`src/rtl/rbm_iteration_scheduler.sv`:
```
// Drives repeated stochastic passes of the hidden/classify RBM layer pair for one sample,
// accumulates per-class spike votes, then returns the argmax class on a valid/ready port.
module rbm_iteration_scheduler #(
    parameter int output_dim      = 10,
    parameter int w_bitlength     = 12,
    parameter int iteration_num   = 30,
    parameter int label_bitlength = 4,
    parameter int timeout_cycles  = 4096
) (
    input  logic                                clock,
    input  logic                                reset,
    input  logic                                start,
    output logic                                busy,
    output logic                                layer_reset,
    output logic                                layer_data_valid,
    input  logic                                layer_finish,
    input  logic [output_dim-1:0]               layer_spikes,
    output logic [output_dim*w_bitlength-1:0]   votes,
    output logic [9:0]                          iter_count,
    output logic [label_bitlength-1:0]          label,
    output logic                                label_valid,
    input  logic                                label_ready,
    output logic                                timeout_err,
    output logic [2:0]                          state_dbg
);

    if (iteration_num < 1 || iteration_num > 1023) begin : g_chk_iter
        $error("rbm_iteration_scheduler: iteration_num must be 1..1023");
    end
    if ((1 << label_bitlength) < output_dim) begin : g_chk_label
        $error("rbm_iteration_scheduler: label_bitlength too narrow for output_dim");
    end
    if (timeout_cycles < 1 || timeout_cycles > 65535) begin : g_chk_timeout
        $error("rbm_iteration_scheduler: timeout_cycles must be 1..65535");
    end

    typedef enum logic [2:0] {
        IDLE  = 3'd0,
        ARM   = 3'd1,
        RUN   = 3'd2,
        ACCUM = 3'd3,
        SCAN  = 3'd4,
        ERR   = 3'd5,
        DONE  = 3'd6
    } state_t;

    localparam logic [w_bitlength-1:0]     VOTE_MAX  = '1;
    localparam logic [9:0]                 ITER_LAST = 10'(iteration_num);
    localparam logic [15:0]                TO_LAST   = 16'(timeout_cycles - 1);
    localparam logic [label_bitlength-1:0] SCAN_LAST = label_bitlength'(output_dim - 1);

    state_t                      state, state_n;
    logic [15:0]                 run_cnt;
    logic [output_dim-1:0]       spikes_q;
    logic [w_bitlength-1:0]      vote_q [output_dim];
    logic [label_bitlength-1:0]  scan_idx, scan_arg;
    logic [w_bitlength-1:0]      scan_max;
    logic [9:0]                  iter_inc;
    logic                        scan_hit;

    assign state_dbg = state;

    for (genvar g = 0; g < output_dim; g++) begin : g_votes
        assign votes[g*w_bitlength +: w_bitlength] = vote_q[g];
    end

    always_comb begin
        state_n  = state;
        iter_inc = iter_count + 10'd1;
        // Strictly-greater compare keeps the lowest index on ties.
        scan_hit = vote_q[scan_idx] > scan_max;
        case (state)
            IDLE:    if (start) state_n = ARM;
            ARM:     state_n = RUN;
            RUN: begin
                if (layer_finish)            state_n = ACCUM;
                else if (run_cnt == TO_LAST) state_n = ERR;
            end
            ACCUM:   state_n = (iter_inc == ITER_LAST) ? SCAN : ARM;
            SCAN:    if (scan_idx == SCAN_LAST) state_n = DONE;
            ERR:     state_n = DONE;
            DONE:    if (label_ready) state_n = IDLE;
            default: state_n = IDLE;
        endcase
    end

    // Result handshake: label_valid stays high in DONE with label/votes/iter_count/timeout_err
    // frozen; the transfer happens on the rising edge where label_valid and label_ready are both 1.
    always_ff @(posedge clock or negedge reset) begin
        if (!reset) begin
            state            <= IDLE;
            busy             <= 1'b0;
            layer_reset      <= 1'b1;
            layer_data_valid <= 1'b0;
            label_valid      <= 1'b0;
            timeout_err      <= 1'b0;
            label            <= '0;
            iter_count       <= '0;
            run_cnt          <= '0;
            spikes_q         <= '0;
            scan_idx         <= '0;
            scan_arg         <= '0;
            scan_max         <= '0;
            for (int g = 0; g < output_dim; g++) vote_q[g] <= '0;
        end else begin
            state            <= state_n;
            busy             <= (state_n != IDLE);
            layer_reset      <= (state_n != RUN);
            layer_data_valid <= (state_n == RUN);
            label_valid      <= (state_n == DONE);
            case (state)
                IDLE: begin
                    if (start) begin
                        iter_count  <= '0;
                        timeout_err <= 1'b0;
                        label       <= '0;
                        for (int g = 0; g < output_dim; g++) vote_q[g] <= '0;
                    end
                end
                ARM: run_cnt <= '0;
                RUN: begin
                    run_cnt <= run_cnt + 16'd1;
                    if (layer_finish) begin
                        spikes_q <= layer_spikes;
                    end else if (run_cnt == TO_LAST) begin
                        timeout_err <= 1'b1;
                        label       <= '0;
                    end
                end
                ACCUM: begin
                    for (int g = 0; g < output_dim; g++) begin
                        if (spikes_q[g] && vote_q[g] != VOTE_MAX) vote_q[g] <= vote_q[g] + 1'b1;
                    end
                    iter_count <= iter_inc;
                    scan_idx   <= '0;
                    scan_arg   <= '0;
                    scan_max   <= '0;
                end
                SCAN: begin
                    if (scan_hit) begin
                        scan_max <= vote_q[scan_idx];
                        scan_arg <= scan_idx;
                    end
                    scan_idx <= scan_idx + 1'b1;
                    if (scan_idx == SCAN_LAST) label <= scan_hit ? scan_idx : scan_arg;
                end
                default: ;
            endcase
        end
    end

endmodule

```
`config.mk`:
```
export PLATFORM = sky130hd
export DESIGN_NAME = rbm_iteration_scheduler
export DESIGN_NICKNAME = d
export VERILOG_FILES = /design/src/rtl/rbm_iteration_scheduler.sv
export SDC_FILE = /design/constraint.sdc
export NUM_CORES = 1
export LEC_CHECK = 0
export ABC_AREA = 0
export CAP_MARGIN = 20
export CELL_PAD_IN_SITES_DETAIL_PLACEMENT = 1
export CELL_PAD_IN_SITES_GLOBAL_PLACEMENT = 2
export CORE_MARGIN = 3
export CORE_UTILIZATION = 30
export CTS_CLUSTER_SIZE = 24
export DETAILED_ROUTE_END_ITERATION = 16
export PLACE_DENSITY_LB_ADDON = 0.12
export SKIP_CTS_REPAIR_TIMING = 1
export SKIP_LAST_GASP = 1
export SLEW_MARGIN = 20
export SYNTH_ARGS = -nofsm -noshare
export SYNTH_HDL_FRONTEND = slang
export SYNTH_SLANG_ARGS = --single-unit
```
`constraint.sdc`:
```
create_clock -name clock -period 3.9 [get_ports clock]
set_input_delay 0.78 -clock clock [delete_from_list [all_inputs] [get_ports clock]]
set_output_delay 0.78 -clock clock [all_outputs]
set_load 0.02 [all_outputs]
```
### Yosys cells after proc, flatten, opt, wreduce, memory -nomap -nowiden

Index checks and enable logic that the tools add are counted.

* magnitude comparators: 2
* muxes and demuxes: 39
* equal/unequal tests: 37
* bitwise operators: 1
* reduce and logical (&&, ||, !) cells: 32
* $add $sub $neg: 13

Operators with widths (count)
* $pmux W120 S2: 1
* $mux W12: 13
* $add A12 B1 Y12 const B: 10
* $mux W120: 1
* $ne A12 B12 Y1 const B: 10
* $bmux W12 S4: 1
* $pmux W16 S2: 1
* $ne A2 B2 Y1 const B: 15
* $reduce_and A3 Y1: 10
* $pmux W12 S2: 1
* $pmux W3 S7: 1
* $mux W4: 5
* $pmux W10 S2: 1
* $mux W3: 6
* $add A16 B1 Y16 const B: 1
* $eq A16 B12 Y1 const B: 1
* $pmux W4 S2: 2
* $eq A3 B3 Y1 const B: 4
* $gt A12 B12 Y1: 1
* $pmux W4 S3: 1
* $add A10 B1 Y10 const B: 1
* $eq A10 B5 Y1 const B: 1
* $logic_and A1 B1 Y1: 10
* $mux W10: 1
* other kinds (15): 25

* output and inout port bits: 142
* word-level logic and storage cells: 147
* bits in registers: 188
* bits of input ports: 15

### Logic depth before layout (Yosys ltp)

* word-level depth: 8
* gate-level depth with buffers: 15
* depth with buffers taken out: 10

### Worst setup path before layout

Ideal clock, no wire load.

* kind: register -> register
* from: register scan_idx[0]
* to: register scan_arg[0]
* library setup time: 0.126 ns
* data required time: 3.774 ns
* path buffers: 5
* setup slack: 0.165 ns
* data arrival time: 3.609 ns
* cell stages (with the launch flop): 15
* period minus slack after synthesis: 3.735 ns
* cells stage by stage: dfrtp_1 > clkbuf_1 > buf_2 > clkbuf_1 > mux4_2 > a221oi_1 > a21oi_1 > ha_1 > nand2_1 > o21ai_0 > a21o_1 > clkbuf_1 > clkbuf_1 > a21oi_1 > a221o_1

* word-level cells in the longest chain between the ends: 7

Ends and longest elaborated chain
* from (decl): line 56 `logic [label_bitlength-1:0] scan_idx, scan_arg;`
* from (signal assigned): line 144 `scan_idx <= scan_idx + 1'b1;`
* $not A4 Y5 (not written as such): line 71 `scan_hit = vote_q[scan_idx] > scan_max;`
* $bmux W12 S4: line 71
* $mux W12 (not written as such) (2 in series): line 71
* $gt A12 B12 Y1: line 71
* $mux W4 *: line 140 `if (scan_hit) begin`
* $pmux W4 S2 *: line 111 `case (state)`
* to (signal assigned): line 142 `scan_arg <= scan_idx;`
* to (decl): line 56

Mark *: on every way between the ends. The rest lies on a longest branch, timed or not. The select of a mux whose other input is x is not followed.
A chain may end at the register's enable or synchronous reset.

### Worst setup path in the final report

* from: register scan_idx[0]
* to: register scan_max[3]

* word-level cells in the longest chain between the ends: 7
* elaborated cells on any way between the ends: 9
* classes of those cells: 1 x order compare; 1 x eq/ne; 5 x mux; 1 x bitwise; 1 x reduce/logical

Ends and longest elaborated chain
* $not A4 Y5 (not written as such) *: line 71, 141
* $bmux W12 S4 *: line 71, 141
* $mux W12 (not written as such) * (2 in series): line 71, 141
* $gt A12 B12 Y1: line 71
* $ne A2 B2 Y1 (no source line)
* $reduce_and A2 Y1 (no source line)
* to (signal assigned): line 141 `scan_max <= vote_q[scan_idx];`
* to (decl): line 57 `logic [w_bitlength-1:0] scan_max;`

Marked as above.

==> qor.yml <==
drt:
  vias: 9831
  drc_errors: 0
  drt_iter0_drc: 610
  vias_per_cell: 5.56
  antenna_left: 0
  wl_um: 41200
  wl_per_cell_um: 23.3
  drtPass1Iterations: 4
power_and_ir_drop:
  netSwitchingPower_w: 0.00250
  leakage_nw: 5.48
  clockPowerShare_pct: 28.1
  power_density_nw_per_um2: 456
  p_int_w: 0.00381
  swShare_pct: 39.7
  p_comb_share_pct: 32.7
  ir_drop_v: 0.000289
  seqPwrFrac_pct: 39.2
global_route:
  grt_pass1_vias: 10300
  overflow: 0
  antenna_found_initial: 0
  grt_pass1_wl_um: 64300
  grt_use_total_pct: 21.4
  grt_max_degree: 83
final_layout:
  final_cell_mix: "dfrtp_1, clkdlybuf4s50_1, nand2_1"
  fin_cells: 1767
  layout-drive-gt1-share_pct: 10.4
  area_growth_syn_to_layout_pct: 25.6
  final_nets: 1334
  final_common_cell: "dfrtp_1"
  fillers: 4059
synthesis:
  synth_cell_types: 73
  synth_nets: 1183
  synth_top_area_share_pct: 42.4
  synthFlopType: "dfrtp_1"
  synth_edf_count: 0
  synthTopCellsByArea: "dfrtp_1, mux4_2, nand2_1, xnor2_1, ha_1"
  avgSynthCellArea_um2: 9.66
  syn_inst: 1141
  synth-seq-cells: 188
  async_flop_share_pct: 100
  seq_area_frac_synth_pct: 42.7
  netlist_area_um2: 11000
  synth_top_area_cell: "dfrtp_1"
  ys_warn_count: 0
critical_path:
  path_buf_inv: 0
  required_ns: 4.28
  arrival_ns: 3.99
  crit_top_cell: "a21oi_1"
  path_class: "reg -> reg"
  crit_chain: "mux4_2, a221oi_1, a21oi_1, ha_1, a21oi_1, a31oi_1, or3_2, a311oi_1, a21o_1"
  critPathMaxFanout: 17
  slowest_stage: "or3_2"
  max_stage_delay_ns: 0.70
  start_kind: "flop"
  critPathTopFamily: "compound AO/OA/AOI/OAI gates"
  end_kind: "flop"
placement:
  hpwlAfterDp_um: 30000
  io_buffers: 156
  dp_cells: 1734
  place_congestion: 0.848
floorplanning:
  rows: 69
  core_area_um2: 35900
  fp.dieH_um: 198
  ios: 157
  initial_utilization_pct: 30.7
  die_width_um: 198
  die-area_um2: 39100
clock_tree:
  clkTransAtPathRegs_ns: 0.08
  numCtsBuffers: 17
  cts.sinks: 188
  clock_latency_ns: 0.45
  clock_path_buffers: 2
  root_buffer: "clkbuf_16"
  htreeDepth: 4
  cts_tree: "built"
worst_hold_path:
  hp-class: "in -> async"
timing:
  tightest_slew_ns: 0.981
  fin_crit_sh_pct: 92.4
  setup_viol: 0
  fin_skew_ns: 0.0127
  drv_slew: 0
  max_freq_mhz: 278
  timing.slew.headroom_pct: 32.9
  hold_viol_final: 0
  fin_crit_ns: 3.60
  rsz0062_at_grt: "false"
  fin_setup_tns_ns: 0
status:
  status: "completed"
flow_run:
  cap_violations: 0
[worst reg2reg max path: stages, from the launching register on]
cell	delay, ns
dfrtp_4	0.58
mux4_2	0.59
a221oi_1	0.45
a21oi_1	0.12
ha_1	0.36
a21oi_1	0.17
a31oi_1	0.12
or3_2	0.70
a311oi_1	0.33
a21o_1	0.13
[cell type report]
type | instances | area, µm² | area share [%]
clock buffer | 22 | 454 | 3.28
tap | 461 | 577 | 4.17
timing repair buffer | 197 | 1910 | 13.8
multi-input combinational | 848 | 5930 | 42.8
antenna | 1 | 2.50 | 0.0181
inverter | 40 | 150 | 1.08
clock inverter | 10 | 116 | 0.840
sequential | 188 | 4710 | 34.0
[flip-flops by register name, summed over array words and instances, names as in the netlist, 3 cells and up]
register,count
votes,120
scan_max,12
iter_count,10
spikes_q,10
run_cnt,16
label,4
state_dbg,3
scan_arg,4
scan_idx,4
[final timing paths]
check / cells past startpoint / from / end / slack [ns]
worst min-delay path: 1 / reset / votes[119] / 0.41
worst max-delay path: 9 / scan_idx[0] / scan_max[3] / 0.30
worst min register to register: 1 / run_cnt[15] / run_cnt[15] / 0.49
max in group asynchronous: 2 / reset / votes[25] / 2.59
worst max register to register: 9 / scan_idx[0] / scan_max[3] / 0.30
min in group clock: 1 / run_cnt[15] / run_cnt[15] / 0.49
[synth_stat cells, drive strengths merged, types with 12 or more instances]
cell,n
nor4,13
nand3,63
and4,12
o21ai,63
o211ai,23
a21o,16
nand2,108
nor3,20
nor2,90
and3,14
o2111ai,15
clkbuf,48
a21oi,50
mux4,24
xor2,31
dfrtp,187
or3,20
a2111oi,12
xnor2,40
nand4,32
ha,27
buf,17
inv,40
mux2i,12
mux2,19
o31ai,20
[power by group through the flow]
stage | clock [W] | sequential, W | combinational, W
CTS | 0.00183 | 0.00248 | 0.00208
finish | 0.00177 | 0.00248 | 0.00206
detailed placement | 0 | 0.00251 | 0.00207
global placement | 0 | 0.00251 | 0.00204
global route | 0.00191 | 0.00252 | 0.00227
floorplan | 0 | 0.00250 | 0.00108
[cells by family after synthesis]
group | share of synthesized area, %
AOI/OAI and AO/OA | 18.0
xor gates and xnor gates | 5.64
adders and majority gates | 3.06
buffers and inverters | 3.73
DFF | 42.7
muxes | 7.93
and+or+nand+nor | 19.0
[per-layer routing]
metal / part of all wire, % / vias up / GRT usage, %
met3: 3.3 / 25 / 3.83
met1: 48 / 5087 / 29.9
met2: 47 / 150 / 35.1
met4: 1.4 / 0 / 4.22
li1: - / 4569 / -
met5: 0 / - / 0
[metrics by stage]
step	instance area [µm²]	worst slack [ns]	utilization, %	hold WS (ns)	total power, W
detailed placement	13300	0.142	36.9	0.478	0.00458
global placement	13300	0.164	36.9	0.464	0.00456
finish	13800	0.297	38.6	0.414	0.00631
CTS	13800	0.116	38.5	0.430	0.00639
global route	13800	0.0447	38.5	0.448	0.00670
floorplan	11000	0.165	-	0.450	0.00357
(Power assumes the default switching activity.)
